`config.mk`:
```
export PLATFORM = sky130hd
export DESIGN_NAME = fetch_unit
export DESIGN_NICKNAME = d
export VERILOG_FILES = /design/src/rtl/fetch_unit.sv
export SDC_FILE = /design/constraint.sdc
export NUM_CORES = 1
export LEC_CHECK = 0
export BUFFER_PORTS_ARGS = -buffer_cell sky130_fd_sc_hd__buf_2
export CORE_UTILIZATION = 45
export DETAILED_ROUTE_END_ITERATION = 8
export GPL_TIMING_DRIVEN = 0
export PLACE_DENSITY = 0.67
export RECOVER_POWER = 50
export REMOVE_ABC_BUFFERS = 1
export SLEW_MARGIN = 20
export SYNTH_ARGS = -nofsm -noshare
export SYNTH_HDL_FRONTEND = slang
export SYNTH_SLANG_ARGS = --single-unit
```
`constraint.sdc`:
```
create_clock -name clk -period 3.4 [get_ports clk]
set_input_delay 0.34 -clock clk [delete_from_list [all_inputs] [get_ports clk]]
set_output_delay 0.34 -clock clk [all_outputs]
set_load 0.05 [all_outputs]
```
`src/rtl/fetch_unit.sv`:
```
// Instruction fetch stage for the 8-bit core.
// Owns the PC and reads a synchronous instruction memory with one cycle of
// read latency. Returned words go into a 2-entry FIFO whose head entry drives
// decode over a valid/ready handshake. A taken branch accepted by decode
// flushes the FIFO, drops the word currently returning from memory and
// reloads the PC.
module fetch_unit #(
    parameter int unsigned IW       = 8,
    parameter int unsigned IMW      = 4,
    parameter int unsigned RESET_PC = 0
) (
    input  logic           clk,
    input  logic           rst_n,
    output logic           imem_req_o,
    output logic [IMW-1:0] imem_addr_o,
    input  logic [IW-1:0]  imem_rdata_i,
    output logic [IW-1:0]  instr_o,
    output logic [IMW-1:0] instr_pc_o,
    output logic           instr_valid_o,
    input  logic           instr_ready_i,
    input  logic           branch_taken_i,
    input  logic [IMW-1:0] branch_target_i,
    input  logic           halt_i
);

    localparam logic [IMW-1:0] RESET_PC_V = IMW'(RESET_PC);

    typedef enum logic [1:0] {
        ST_IDLE = 2'd0,
        ST_RUN  = 2'd1,
        ST_HALT = 2'd2
    } state_e;

    state_e         state_q, state_d;
    logic [IMW-1:0] pc_q, pc_d;
    logic           inflight_q, inflight_d;
    logic [IMW-1:0] rd_pc_q, rd_pc_d;        // address of the word now in flight
    logic [1:0]     count_q, count_d;
    logic [IW-1:0]  head_instr_q, head_instr_d;
    logic [IMW-1:0] head_pc_q, head_pc_d;
    logic [IW-1:0]  tail_instr_q, tail_instr_d;
    logic [IMW-1:0] tail_pc_q, tail_pc_d;

    logic           pop_s;
    logic           redirect_s;
    logic           push_s;
    logic           issue_s;
    logic [2:0]     occupancy_s;

    // Handshake decode and the issue decision. The occupancy term counts the
    // slots that will be busy at the end of this cycle, so a word returning
    // next cycle always finds room.
    always_comb begin
        pop_s       = (count_q != 2'd0) & instr_ready_i;
        redirect_s  = pop_s & branch_taken_i;
        push_s      = inflight_q & ~redirect_s;
        occupancy_s = {1'b0, count_q} + {2'b00, inflight_q} - {2'b00, pop_s};
        issue_s     = (state_q == ST_RUN) & ~halt_i & ~redirect_s & (occupancy_s < 3'd2);
    end

    // Next-state logic of the run/halt controller.
    always_comb begin
        state_d = state_q;
        case (state_q)
            ST_IDLE: state_d = ST_RUN;
            ST_RUN: begin
                if (halt_i) begin
                    state_d = ST_HALT;
                end else begin
                    state_d = ST_RUN;
                end
            end
            ST_HALT: begin
                if (!halt_i) begin
                    state_d = ST_RUN;
                end else begin
                    state_d = ST_HALT;
                end
            end
            default: state_d = ST_IDLE;
        endcase
    end

    // PC update and in-flight tracking; a redirect never coincides with an issue.
    always_comb begin
        pc_d       = pc_q;
        rd_pc_d    = rd_pc_q;
        inflight_d = issue_s;
        if (redirect_s) begin
            pc_d = branch_target_i;
        end else if (issue_s) begin
            pc_d    = pc_q + IMW'(1);
            rd_pc_d = pc_q;
        end else begin
            pc_d = pc_q;
        end
    end

    // Two-entry FIFO kept as head/tail registers so the head drives decode
    // directly; the head keeps its last value when the FIFO empties.
    always_comb begin
        count_d      = count_q;
        head_instr_d = head_instr_q;
        head_pc_d    = head_pc_q;
        tail_instr_d = tail_instr_q;
        tail_pc_d    = tail_pc_q;
        if (redirect_s) begin
            count_d = 2'd0;
        end else begin
            case (count_q)
                2'd0: begin
                    if (push_s) begin
                        head_instr_d = imem_rdata_i;
                        head_pc_d    = rd_pc_q;
                        count_d      = 2'd1;
                    end else begin
                        count_d = 2'd0;
                    end
                end
                2'd1: begin
                    case ({push_s, pop_s})
                        2'b11: begin
                            head_instr_d = imem_rdata_i;
                            head_pc_d    = rd_pc_q;
                        end
                        2'b10: begin
                            tail_instr_d = imem_rdata_i;
                            tail_pc_d    = rd_pc_q;
                            count_d      = 2'd2;
                        end
                        2'b01:   count_d = 2'd0;
                        default: count_d = count_q;
                    endcase
                end
                2'd2: begin
                    case ({push_s, pop_s})
                        2'b11: begin
                            head_instr_d = tail_instr_q;
                            head_pc_d    = tail_pc_q;
                            tail_instr_d = imem_rdata_i;
                            tail_pc_d    = rd_pc_q;
                        end
                        2'b01: begin
                            head_instr_d = tail_instr_q;
                            head_pc_d    = tail_pc_q;
                            count_d      = 2'd1;
                        end
                        default: count_d = count_q;
                    endcase
                end
                default: count_d = 2'd0;
            endcase
        end
    end

    // State registers; reset discards buffered and in-flight words at once.
    always_ff @(posedge clk or negedge rst_n) begin
        if (!rst_n) begin
            state_q      <= ST_IDLE;
            pc_q         <= RESET_PC_V;
            inflight_q   <= 1'b0;
            rd_pc_q      <= '0;
            count_q      <= 2'd0;
            head_instr_q <= '0;
            head_pc_q    <= '0;
            tail_instr_q <= '0;
            tail_pc_q    <= '0;
        end else begin
            state_q      <= state_d;
            pc_q         <= pc_d;
            inflight_q   <= inflight_d;
            rd_pc_q      <= rd_pc_d;
            count_q      <= count_d;
            head_instr_q <= head_instr_d;
            head_pc_q    <= head_pc_d;
            tail_instr_q <= tail_instr_d;
            tail_pc_q    <= tail_pc_d;
        end
    end

    assign imem_req_o    = issue_s;
    assign imem_addr_o   = pc_q;
    assign instr_o       = head_instr_q;
    assign instr_pc_o    = head_pc_q;
    assign instr_valid_o = (count_q != 2'd0);

endmodule

```
### Yosys cells after proc, flatten, opt, wreduce, memory -nomap -nowiden

Index checks and enable logic that the tools add are counted.

| storage, ports and cells | value |
|---|---|
| register bits | 37 |
| input port bits | 17 |
| output and inout port bits | 18 |

| cells by class | value |
|---|---|
| add/sub/neg operators | 3 |
| order comparisons | 1 |
| eq/ne operators | 14 |
| multiplexer cells | 21 |
| bitwise gates (word level) | 8 |
| reduce and logical (&&, ||, !) cells | 12 |

Operators by type and width:

| operator | number |
|---|---|
| 8-bit two-way mux | 4 |
| 4-bit two-way mux | 6 |
| 8-bit case mux with 3 select lines | 1 |
| 8-bit case mux with 2 select lines | 1 |
| 4-bit case mux with 3 select lines | 1 |
| 2-bit inequality test (second input constant) | 5 |
| 2-bit == test (second input constant) | 4 |
| 2-bit case mux with 2 select lines | 2 |
| 4-bit case mux with 2 select lines | 1 |
| 1-bit bitwise AND | 6 |
| 2-bit by 1-bit == test with 1-bit output (second input constant) | 3 |
| 2-bit two-way mux | 3 |
| 2-bit case mux with 3 select lines | 1 |
| 2-bit nonzero test | 3 |
| 5-bit AND reduction | 1 |
| 4-bit by 1-bit adder with 4-bit output (second input constant) | 1 |
| 2-bit logical NOT | 2 |
| 4-bit inequality test (second input constant) | 1 |
| 2-bit AND reduction | 2 |
| 4-bit AND reduction | 1 |
| 2-bit OR reduction | 2 |
| 2-bit by 1-bit adder with 3-bit output | 1 |
| 3-bit by 2-bit less-than comparator with 1-bit output (second input constant) | 1 |
| 3-bit by 2-bit inequality test with 1-bit output (second input constant) | 1 |
| 4 further kinds | 5 |

### Longest topological paths before layout

Gate-level depths: netlist of run 1.

| depth | value |
|---|---|
| word-level depth | 9 |
| depth in mapped cells | 12 |
| gate-level depth less buffers | 11 |

### Least setup slack after synthesis of run 1

OpenSTA, ideal clock, no wires.

| timing | value |
|---|---|
| kind | register -> register |
| start point | register count_q[1] |
| end point | register rd_pc_q[0] |
| library setup time | 0.125 ns |
| arrival | 2.758 ns |
| data required time | 3.275 ns |
| slack | 0.517 ns |
| stages on the path, launching flop included | 13 |
| clock period less this slack | 2.883 ns |
| cell sequence | dfrtp_1 inv_1 ha_1 nor2b_4 inv_2 nor2_1 o21ai_0 fa_1 xor2_1 nor3_2 and2_1 buf_6 mux2_4 |

| between the ends | value |
|---|---|
| word-level cells in the longest chain between the ends | 7 |
| elaborated cells on any way between the ends | 10 |

Ends and longest elaborated chain:

| item | line | text |
|---|---|---|
| start: declaration | 38 | `logic [1:0] count_q, count_d;` |
| start signal: assignment | 173 | `count_q <= count_d;` |
| parallel branches: the longest is 5 deep, another holds 2-bit by 1-bit adder with 3-bit output | - |  |
| 1-bit bitwise AND (*) | 58 | `issue_s = (state_q == ST_RUN) & ~halt_i & ~redirect_s & (occupancy_s < 3'd2);` |
| net imem_req_o | 14 | `output logic imem_req_o,` |
| 2-bit AND reduction (no line) (*) | - |  |
| end signal: assignment | 172 | `rd_pc_q <= rd_pc_d;` |
| end: declaration | 37 | `logic [IMW-1:0] rd_pc_q, rd_pc_d;` |

Mark *: on every way through the listed nets, which the timed path passes.
A chain may end at the register's enable or synchronous reset.

### Final worst setup path of run 1

| timing | value |
|---|---|
| start point | register count_q[1] |
| end point | output port imem_req_o |

| between the ends | value |
|---|---|
| word-level cells in the longest chain between the ends | 6 |
| elaborated cells on any way between the ends | 9 |

Ends and longest elaborated chain:

| item | line |
|---|---|
| parallel branches: the longest is 5 deep, another holds 2-bit by 1-bit adder with 3-bit output | - |
| 1-bit bitwise AND (*) | 58 |
| end: declaration | 14 |

Every way passes the cells marked *.

==> key figures, run 1 <==
Timing
  • Clock Skews: 1.60 ps
  • Final Setup Violations: 0
  • Max-slew violation count: 38
  • RSZ-0062 raised after global routing: false
  • Fmax: 313 MHz
  • Final hold violations: 0
  • Slew HR: -24.1%
  • Setup TNS: 0 ps
  • Final Cycle Share: 93.9%
  • Worst setup slack after layout: 209 ps
  • Worst-Margin Slew: 1860 ps
  • Crit path time final: 3190 ps

Setup path
  • Largest stage delay on the critical path: 450 ps
  • Worst path cell trace: inv_1, ha_2, nor2b_4, inv_2, nor2_1, o21ai_0, fa_1, xor2_1, nor3_2, and2_4, buf_4
  • Critical Path Source Type: register
  • CP top delay family: simple AND/OR/NAND/NOR gates
  • Crit path DAT: 2850 ps
  • Cells on worst reg2reg path: 12
  • CP Class: reg2out
  • Crit path depth: 11
  • WP buf/inv: 3
  • CP Capture Type: output pin
  • Worst path required time: 3060 ps
  • Slowest cell on the critical path: dfrtp_2
  • Crit path max fanout: 8

Global routing
  • Vias in the first global route: 1275
  • First-pass GRT wire length: 5.61 mm
  • All-Layer GR Usage: 16.8%
  • Largest net degree at the start of global routing: 38
  • Final global-route overflow total: 0
  • Initial antenna violation count: 0

Yosys
  • Library cells used by synthesis: 31
  • Synthesized area: 0.00194 sq mm
  • Most numerous cell in the Yosys netlist: dfrtp_1
  • Dominant cells by area after synthesis: dfrtp_1 (48%), mux2_2 (15%), mux2_4 (11%)
  • Post-synth ARST share: 100%
  • Yosys reg bits: 37
  • Cell taking the most area after synthesis: dfrtp_1
  • Yosys top cell area share: 47.8%
  • Yosys warns: 0
  • Syn avg cell area: 13.1 sq um
  • Number of flops mapped to enable cells by yosys: 0
  • Sequential-to-total area share from yosys stat: 47.8%
  • Top cells by count, synth: dfrtp_1 (37), mux2_2 (26), mux2_4 (14)
  • Ys flop type: dfrtp_1
  • Syn Inst Count: 148

Place
  • PortBufs: 34
  • Routability cong.: 0.743
  • Place WS: 28.1 ps
  • Post-DP Area: 0.00213 sq mm
  • Post-detail-place hpwl: 2.39 mm

Detailed routing
  • TritonRoute pass-1 iters: 4
  • WL per Instance: 14.0 um
  • Remaining DRCs: 0
  • Number of routed nets with antenna violations: 0
  • Via density: 5.06
  • Detailed-route wire length: 3.35 mm
  • Initial DRC Count: 65
  • Vias: 1210

Floorplan
  • DIE HEIGHT: 67.6 um
  • Core area: 0.00406 sq mm
  • Die footprint: 0.00457 sq mm
  • # IOs: 35
  • Die W: 67.6 um
  • Core Rows: 23
  • Initial Utilization: 47.7%

Finish
  • Util after Layout: 56.1%
  • Fillers: 339
  • Multi-input gate area: 945 sq um
  • Seq. cell area: 927 sq um
  • Share of layout cells above drive strength 1: 45.5%
  • Final Cell Area: 0.00228 sq mm
  • # nets final: 216
  • N_diodes: 0
  • Area growth from synthesis to layout: 17.6%

Power and ir drop
  • Peak supply drop: 482 uV
  • Clock power frac: 15.5%
  • Power per cell area: 1090 mW/mm^2
  • Leak Pwr: 1.08 nW
  • Combinational group share of total power: 52.6%
  • Int Pwr: 1.45 mW
  • Tot Pwr: 2.49 mW
  • Seq pwr share: 31.9%
  • P_sw: 1.04 mW
  • Switching Share: 41.7%

Clock tree
  • Clk sinks: 37
  • Insertion delay to the later sink of the worst-skew pair: 290 ps
  • Root Buffer: clkbuf_8
  • Clock slew seen by the registers of the worst setup and hold paths: 70 ps
  • H-tree Lvls: 2
  • CTS max path bufs: 2
  • TritonCTS clock tree: done
  • Num CTS Buffers: 5

Status
  • Failing checks: max-capacitance violations, max-slew violations
  • Status: finished, violations left

Worst hold path
  • Worst hold path cell count: 3
  • Hold Path Class: in2reg

Run
  • Max cap viols: 1
-- timing repair --
action	4_1_cts	5_1_grt
pin swaps	0	2
hold buffers	0	0
buffers inserted	0	4
setup endpoints to repair	1	1
gates resized for setup	4	1
-- placed cells by master (no fill, tap or decap), types with 2 or more instances in the layout --
| cell type | count |
|---|---|
| xnor2_1 | 3 |
| clkbuf_1 | 9 |
| mux2_4 | 14 |
| nand2b_1 | 2 |
| o21ai_0 | 5 |
| mux2i_1 | 2 |
| nand2_1 | 10 |
| a211oi_1 | 2 |
| and2_1 | 2 |
| ha_1 | 9 |
| nor2_1 | 5 |
| buf_2 | 25 |
| mux2_2 | 26 |
| inv_1 | 8 |
| buf_4 | 5 |
| dfrtp_1 | 36 |
| clkbuf_8 | 6 |
-- per-layer routing --
metal	up-vias	part of all wire (%)	track usage, %
met3	8	5.2	5.24
met4	0	1.5	5.59
met5	-	0	0
li1	593	-	-
met2	33	48	28.5
met1	576	45	20.0
-- area by class of cell --
class	instances	area share, %
Tap cell	50	2.75
Inverter	9	1.48
Clock inverter	1	1.32
Multi-Input combinational cell	97	41.5
Sequential cell	37	40.7
Clock buffer	7	3.79
Timing Repair Buffer	38	8.46
-- per-stage QoR --
step | hold slack [ps] | cells
5_1_grt | 280 | 239
4_1_cts | 167 | 235
6_report | 260 | 239
3_5_place_dp | 476 | 227
3_3_place_gp | 469 | 227
2_1_floorplan | 44.4 | 143
-- worst register-to-register path, stage by stage (launching register included) --
cell     delay, ps
dfrtp_2        450
inv_1           90
ha_2           210
nor2b_4        170
inv_2           80
nor2_1         140
o21ai_0        140
fa_1           410
xor2_1         190
nor3_2         270
and2_4         210
buf_4          120
mux2_4         290
-- state kept, by name, indices dropped and copies added, names as in the netlist --
signal,cells
count_q,2
imem_addr_o,4
inflight_q,1
instr_o,8
instr_pc_o,4
rd_pc_q,4
state_q,2
tail_instr_q,8
tail_pc_q,4
-- worst paths after layout --
path / startpoint / to / slack, ps
worst min-delay path: branch_target_i[1] / imem_addr_o[1] / 260
worst min register to register: tail_pc_q[2] / tail_pc_q[2] / 500
worst max-delay path: count_q[1] / imem_req_o / 210
min in group asynchronous: rst_n / tail_instr_q[4] / 560
worst max register to register: count_q[1] / rd_pc_q[1] / 510
max in group asynchronous: rst_n / count_q[1] / 1640
-- logic make-up (layout without fill, tap and decap cells) --
logic type,count (synthesis),after routing,share of synthesized area [%]
xor gates and xnor gates,4,4,1.81
and+or+nand+nor,27,27,7.36
AOI/OAI and AO/OA,13,13,4.84
DFF,37,37,47.8
adders and majority gates,11,11,7.49
buffers and inverters,14,55,3.68
muxes,42,42,27.0
-- power by group through the flow --
stage	sequential, mW	clock [mW]	combinational (mW)
2_1_floorplan	1.09	0	0.725
3_3_place_gp	0.786	0	1.26
3_5_place_dp	0.801	0	1.30
4_1_cts	0.794	0.396	1.31
5_1_grt	0.823	0.419	1.41
6_report	0.793	0.386	1.31
No activity file was read; power rests on OpenSTA's default activity.
==> run 2, diff against run 1 <==
--- a/config.mk
+++ b/config.mk
@@ -7,12 +7,13 @@
 export LEC_CHECK = 0
 export BUFFER_PORTS_ARGS = -buffer_cell sky130_fd_sc_hd__buf_2
 export CORE_UTILIZATION = 45
+export CTS_BUF_LIST = sky130_fd_sc_hd__clkbuf_2 sky130_fd_sc_hd__clkbuf_4 sky130_fd_sc_hd__clkbuf_8
 export DETAILED_ROUTE_END_ITERATION = 8
 export GPL_TIMING_DRIVEN = 0
 export PLACE_DENSITY = 0.67
 export RECOVER_POWER = 50
 export REMOVE_ABC_BUFFERS = 1
-export SLEW_MARGIN = 20
+export SLEW_MARGIN = 30
 export SYNTH_ARGS = -nofsm -noshare
 export SYNTH_HDL_FRONTEND = slang
 export SYNTH_SLANG_ARGS = --single-unit
==> run 2 against run 1 <==
- the flow still finishes with violations (max-capacitance violations, max-slew violations)
- die area unchanged
- power up 0.77%
- sequential cell count unchanged
- clock skew up 1.1 ps
==> key figures, run 2 (synthesis results as in run 1) <==
Floorplan
  • # IOs: 35 (unchanged)
  • Core Rows: 23 (unchanged)
  • Initial Utilization: 47.7% (unchanged)
  • Die W: 67.6 um (unchanged)
  • Core area: 0.00406 sq mm (unchanged)
  • DIE HEIGHT: 67.6 um (unchanged)
  • Die footprint: 0.00457 sq mm (unchanged)

Finish
  • Final Cell Area: 0.00229 sq mm (was 0.00228 sq mm)
  • Most common cell after layout, fill and taps aside: dfrtp_1 (unchanged)
  • # nets final: 216 (unchanged)
  • Share of layout cells above drive strength 1: 46.0% (was 45.5%)
  • Fillers: 335 (was 339)
  • N_diodes: 0 (unchanged)
  • Area growth from synthesis to layout: 18.3% (was 17.6%)
  • Most frequent cells in the layout: dfrtp_1 (36), mux2_2 (26), buf_2 (25) (unchanged)

Setup path
  • Crit path depth: 11 (unchanged)
  • Slowest cell on the critical path: dfrtp_2 (unchanged)
  • Critical Path Source Type: register (unchanged)
  • CP top delay family: simple AND/OR/NAND/NOR gates (unchanged)
  • Worst path required time: 3060 ps (about the same)
  • CP Capture Type: output pin (unchanged)
  • WP buf/inv: 3 (unchanged)
  • Largest stage delay on the critical path: 450 ps (about the same)
  • Crit path max fanout: 8 (unchanged)
  • Worst path cell trace: inv_1, ha_2, nor2b_4, inv_2, nor2_1, o21ai_0, fa_1, xor2_1, nor3_2, and2_4, buf_4 (unchanged)
  • Crit path DAT: 2850 ps (about the same)
  • CP Class: reg2out (unchanged)
  • Cells on worst reg2reg path: 12 (unchanged)
  • R2R Setup Slk: 510 ps (about the same)

Detailed routing
  • TritonRoute pass-1 iters: 4 (unchanged)
  • Number of routed nets with antenna violations: 0 (unchanged)
  • Via density: 5.05 (was 5.06)
  • Detailed-route wire length: 3.36 mm (was 3.35 mm)
  • WL per Instance: 14.0 um (about the same)
  • Initial DRC Count: 57 (was 65)
  • Vias: 1208 (was 1210)
  • Remaining DRCs: 0 (unchanged)

Place
  • Post-DP Area: 0.00213 sq mm (unchanged)
  • Routability cong.: 0.743 (unchanged)
  • Post-detail-place hpwl: 2.39 mm (unchanged)
  • PortBufs: 34 (unchanged)

Global routing
  • Largest net degree at the start of global routing: 38 (unchanged)
  • Final global-route overflow total: 0 (unchanged)
  • GR Util met2: 28.5% (unchanged)
  • All-Layer GR Usage: 16.8% (unchanged)
  • Met1 Use GR: 20.0% (unchanged)
  • Initial antenna violation count: 0 (unchanged)
  • First-pass GRT wire length: 5.61 mm (unchanged)
  • Vias in the first global route: 1275 (unchanged)
  • GRT busiest layer: met2 (unchanged)
  • GRT met3 Usage: 5.24% (unchanged)

Timing
  • Final Cycle Share: 93.8% (was 93.9%)
  • Clock Skews: 2.68 ps (was 1.60 ps)
  • Final Setup Violations: 0 (unchanged)
  • Max-slew violation count: 38 (unchanged)
  • Slew HR: -24.2% (was -24.1%)
  • Worst-Margin Slew: 1860 ps (about the same)
  • Crit path time final: 3190 ps (about the same)
  • Setup TNS: 0 ps (unchanged)
  • Final hold violations: 0 (unchanged)
  • RSZ-0062 raised after global routing: false (unchanged)
  • Fmax: 314 MHz (was 313 MHz)

Clock tree
  • Root Buffer: clkbuf_8 (unchanged)
  • Insertion delay to the later sink of the worst-skew pair: 290 ps (about the same)
  • Clk sinks: 37 (unchanged)
  • Clock slew seen by the registers of the worst setup and hold paths: 70 ps (about the same)
  • Post-CTS Hold Fix Bufs: 0 (unchanged)
  • Num CTS Buffers: 5 (unchanged)
  • TritonCTS clock tree: done (unchanged)
  • H-tree Lvls: 2 (unchanged)
  • CTS max path bufs: 2 (unchanged)

Power and ir drop
  • Peak supply drop: 482 uV (about the same)
  • Leak Pwr: 1.08 nW (about the same)
  • Power per cell area: 1090 mW/mm^2 (about the same)

Status
  • Failing checks: max-capacitance violations, max-slew violations (unchanged)
  • Status: finished, violations left (unchanged)

Worst hold path
  • Hold Path Class: in2reg (unchanged)
  • Worst hold path cell count: 3 (unchanged)

Run
  • Max cap viols: 1 (unchanged)
run 2: repair_timing:
item,CTS,global route
pin swaps,0,2
buffers inserted,0,4
setup endpoints to repair,1,1
resized for setup,4,1
run 2: final timing paths:
path	startpoint	end
min reg2reg	tail_pc_q[2]	tail_pc_q[2]
min in group asynchronous	rst_n	tail_instr_q[4]
max	count_q[1]	imem_req_o
max reg2reg	count_q[1]	rd_pc_q[1]
min	branch_target_i[1]	imem_addr_o[1]
max in group asynchronous	rst_n	count_q[1]
run 2: through the flow:
| step | util, % | power [mW] | setup slack (ps) | hold WS (ps) | std cells |
|---|---|---|---|---|---|
| after CTS | 55.7 | 2.51 | 37.2 | 167 | 235 |
| after detailed placement | 52.5 | 2.10 | 28.1 | 476 | 227 |
| after global placement | 52.5 | 2.05 | 69.2 | 469 | 227 |
| after floorplan | - | 1.82 | 212 | 44.4 | 143 |
| final | 56.5 | 2.50 | 212 | 260 | 239 |
| after global routing | 56.5 | 2.67 | 28.7 | 280 | 239 |
run 2: worst register-to-register path, stage by stage, from the launching register on:
cell and delay (ps):
dfrtp_2 450, inv_1 90, ha_2 210, nor2b_4 170
inv_2 80, nor2_1 140, o21ai_0 140, fa_1 410
xor2_1 190, nor3_2 270, and2_4 210, buf_4 120
mux2_4 290
run 2: area by class of cell:
type                       count  area [sq um]  share of cell area, %
multi-input combinational     97           956                   41.7
clock buffer                   7          90.1                   3.93
timing repair buffer          38           193                   8.41
sequential                    37           927                   40.4
clock inverter                 1          30.0                   1.31
tap                           50          62.6                   2.73
inverter                       9          33.8                   1.47
run 2: power breakdown:
part | internal [mW] | total [mW] | leakage, nW | switching (mW)
Combinational | 0.559 | 1.32 | 0.564 | 0.759
Clock | 0.247 | 0.394 | 0.0619 | 0.147
Sequential | 0.655 | 0.793 | 0.454 | 0.138
run 2: routing by layer:
layer  vias up  share of wire [%]
met5         -                  0
met4         0                1.5
met3         8                5.2
met2        33                 47
met1       574                 46
li1        593                  -
==> run 3, diff against run 2 <==
--- a/config.mk
+++ b/config.mk
@@ -10,7 +10,7 @@
 export CTS_BUF_LIST = sky130_fd_sc_hd__clkbuf_2 sky130_fd_sc_hd__clkbuf_4 sky130_fd_sc_hd__clkbuf_8
 export DETAILED_ROUTE_END_ITERATION = 8
 export GPL_TIMING_DRIVEN = 0
-export PLACE_DENSITY = 0.67
+export PLACE_DENSITY = 0.69
 export RECOVER_POWER = 50
 export REMOVE_ABC_BUFFERS = 1
 export SLEW_MARGIN = 30
==> constraint.sdc (replaced) <==
create_clock -name clk -period 2.6 [get_ports clk]
set_input_delay 0.26 -clock clk [delete_from_list [all_inputs] [get_ports clk]]
set_output_delay 0.26 -clock clk [all_outputs]
set_load 0.05 [all_outputs]
==> run 3 against run 2 <==
- largest cell class unchanged
- critical path depth did not move
- hold slack worse by 75 ps
- largest power group unchanged
- core utilization rose by 3.8 points
- the run ends with max-capacitance violations, max-slew violations, negative setup slack left
==> key figures, run 3 (synthesis results as in run 1) <==
Status
  • Status: finished, violations left (unchanged)
  • Failing checks: max-capacitance violations, max-slew violations, negative setup slack (was max-capacitance violations, max-slew violations)

Finish
  • Area growth from synthesis to layout: 26.2% (was 18.3%)
  • Most common cell after layout, fill and taps aside: dfrtp_1 (unchanged)
  • Seq. cell area: 927 sq um (unchanged)
  • Share of layout cells above drive strength 1: 55.3% (was 46.0%)
  • Fillers: 304 (was 335)
  • Cell Count, Final, Fillers Out: 249 (was 239)
  • Most frequent cells in the layout: dfrtp_1 (36), buf_2 (28), mux2_2 (25) (was dfrtp_1 (36), mux2_2 (26), buf_2 (25))
  • # nets final: 226 (was 216)
  • Multi-input gate area: 0.00103 sq mm (was 956 sq um)
  • N_diodes: 0 (unchanged)

Place
  • Post-detail-place hpwl: 2.49 mm (was 2.39 mm)
  • Placed insts: 227 (unchanged)
  • Place WS: -718 ps (was 28.1 ps)
  • Routability cong.: 0.823 (was 0.743)
  • PortBufs: 34 (unchanged)

Setup path
  • Crit path max fanout: 3 (was 8)
  • Slowest cell on the critical path: fa_2 (was dfrtp_2)
  • CP Class: reg2out (unchanged)
  • RR Startpoint: count_q[0] (was count_q[1])
  • Worst path cell trace: inv_2, ha_4, nor2b_4, inv_4, nor2_4, o21ai_2, fa_2, nand2_4, nor3_4, and2_4, buf_8 (was inv_1, ha_2, nor2b_4, inv_2, nor2_1, o21ai_0, fa_1, xor2_1, nor3_2, and2_4, buf_4)
  • Crit path DAT: 2480 ps (was 2850 ps)
  • Cells on worst reg2reg path: 13 (was 12)
  • CP top delay family: adder cells (was simple AND/OR/NAND/NOR gates)
  • CP Capture Type: output pin (unchanged)
  • CP Launch Point: count_q[0] (was count_q[1])
  • Critical Path Source Type: register (unchanged)
  • Crit Reg-Reg Endpoint: rd_pc_q[1] (unchanged)
  • Worst path required time: 2340 ps (was 3060 ps)
  • WP buf/inv: 3 (unchanged)
  • Largest stage delay on the critical path: 570 ps (was 450 ps)
  • R2R Setup Slk: -80 ps (was 510 ps)

Timing
  • Hold slack: 185 ps (was 260 ps)
  • RSZ-0062 raised after global routing: true (was false)
  • Crit path time final: 2740 ps
  • Final Cycle Share: 105%
  • Fmax: 365 MHz
  • Clock Skews: 7.98 ps (was 2.68 ps)
  • Max-slew violation count: 38 (unchanged)
  • Slew HR: -31.0% (was -24.2%)
  • Final Setup Violations: 5 (was 0)
  • Worst setup slack after layout: -142 ps (was 212 ps)
  • Worst-Margin Slew: 1960 ps (was 1860 ps)
  • Final hold violations: 0 (unchanged)

Floorplan
  • Die W: 67.6 um (unchanged)
  • Initial Utilization: 47.7% (unchanged)
  • # IOs: 35 (unchanged)
  • Core area: 0.00406 sq mm (unchanged)
  • DIE HEIGHT: 67.6 um (unchanged)
  • Die footprint: 0.00457 sq mm (unchanged)
  • Core Rows: 23 (unchanged)

Power and ir drop
  • Combinational group share of total power: 58.8% (was 52.6%)
  • Seq pwr share: 29.9% (was 31.7%)
  • P_sw: 1.51 mW (was 1.04 mW)
  • Clock power frac: 11.3% (was 15.7%)
  • Power per cell area: 1420 mW/mm^2 (was 1090 mW/mm^2)
  • Peak supply drop: 553 uV (was 482 uV)
  • Int Pwr: 1.95 mW (was 1.46 mW)
  • Leak Pwr: 1.14 nW (was 1.08 nW)
  • Switching Share: 43.6% (was 41.7%)

Global routing
  • GRT busiest layer: met2 (unchanged)
  • All-Layer GR Usage: 19.0% (was 16.8%)
  • Final global-route overflow total: 0 (unchanged)
  • First-pass GRT wire length: 6.22 mm (was 5.61 mm)
  • GRT met3 Usage: 6.08% (was 5.24%)
  • Vias in the first global route: 1375 (was 1275)
  • Met1 Use GR: 21.6% (was 20.0%)
  • Initial antenna violation count: 0 (unchanged)
  • GR Util met2: 31.9% (was 28.5%)
  • Largest net degree at the start of global routing: 38 (unchanged)

Detailed routing
  • Initial DRC Count: 29 (was 57)
  • Vias: 1299 (was 1208)
  • Via density: 5.22 (was 5.05)
  • TritonRoute pass-1 iters: 4 (unchanged)
  • Detailed-route wire length: 3.97 mm (was 3.36 mm)
  • WL per Instance: 15.9 um (was 14.0 um)
  • Number of routed nets with antenna violations: 0 (unchanged)
  • Remaining DRCs: 0 (unchanged)

Clock tree
  • Root Buffer: clkbuf_8 (unchanged)
  • Post-CTS Hold Fix Bufs: 0 (unchanged)
  • Clk sinks: 37 (unchanged)
  • CTS max path bufs: 2 (unchanged)
  • TritonCTS clock tree: done (unchanged)
  • H-tree Lvls: 2 (unchanged)
  • Num CTS Buffers: 5 (unchanged)
  • Insertion delay to the later sink of the worst-skew pair: 290 ps (about the same)
  • Clock slew seen by the registers of the worst setup and hold paths: 70 ps (about the same)

Worst hold path
  • Hold endpoint: imem_addr_o[1] (unchanged)
  • Hold Path Class: in2reg (unchanged)
  • Worst hold path cell count: 3 (unchanged)
  • Hold Startpoint: branch_target_i[1] (unchanged)

Run
  • Max cap viols: 1 (unchanged)
-- run 3: changes by cell type in the layout (fill, tap and decap cells not counted), sizes merged --
cell,previous run,this run
clkinv,0,2
buf,30,43
clkbuf,15,10
clkinvlp,0,1
bufinv,1,0
-- run 3: power by group through the flow --
stage / logic, mW / registers, mW / clock network [mW]
6_report: 2.04 / 1.04 / 0.393
5_1_grt: 2.17 / 1.07 / 0.435
4_1_cts: 1.89 / 1.03 / 0.405
3_5_place_dp: 1.70 / 1.05 / 0
3_3_place_gp: 1.64 / 1.03 / 0
2_1_floorplan: 0.949 / 1.43 / 0
-- run 3: how the worst max path moves through the flow --
stage | slack [ps] | depth (start not counted) | to
final | -140 | 11 | imem_req_o
after global routing | -230 | 11 | imem_req_o
after CTS | -40 | 11 | imem_req_o
after detailed placement | -720 | 11 | imem_req_o
after global placement | -660 | 11 | imem_req_o
after floorplan | -590 | 11 | rd_pc_q[0]
-- run 3: layout make-up --
| class | instances | area share [%] |
|---|---|---|
| clock buffers | 5 | 2.81 |
| multi-input cells | 97 | 42.3 |
| flip-flops and latches | 37 | 37.9 |
| well taps | 50 | 2.56 |
| inverters | 9 | 1.48 |
| repair buffers | 48 | 12.2 |
| clock inverters | 3 | 0.716 |
-- run 3: stage by stage --
step                area (sq um)  power [mW]  util, %  TNS (ps)
detailed placement          2130        2.75     52.5     -9730
CTS                         2360        3.32     58.1     -43.6
floorplan                   1900        2.38        -     -3030
global route                2440        3.67     60.3      -861
global placement            2130        2.67     52.5     -7000
finish                      2440        3.47     60.3      -440
-- run 3: repair_timing --
item | in CTS | in global routing
buffers inserted | 10 | 7
pin swaps | 3 | 5
endpoints found under the hold margin | 0 | 0
resized for setup | 18 | 12
endpoints found under the setup margin | 34 | 19
-- run 3: worst register-to-register path, delay by kind of cell (launching register included) --
| family | cells | cell delay (ps) |
|---|---|---|
| adders and majority gates | 2 | 740 |
| and+or+nand+nor | 5 | 730 |
| DFF | 1 | 370 |
| buffers and inverters | 4 | 360 |
| muxes | 1 | 290 |
| AOI/OAI and AO/OA | 1 | 80 |
-- run 3: metal layers --
metal,part of all wire [%],up-vias
li1,-,607
met1,44,639
met2,49,40
met3,5.3,13
met4,2.5,0
met5,0,-
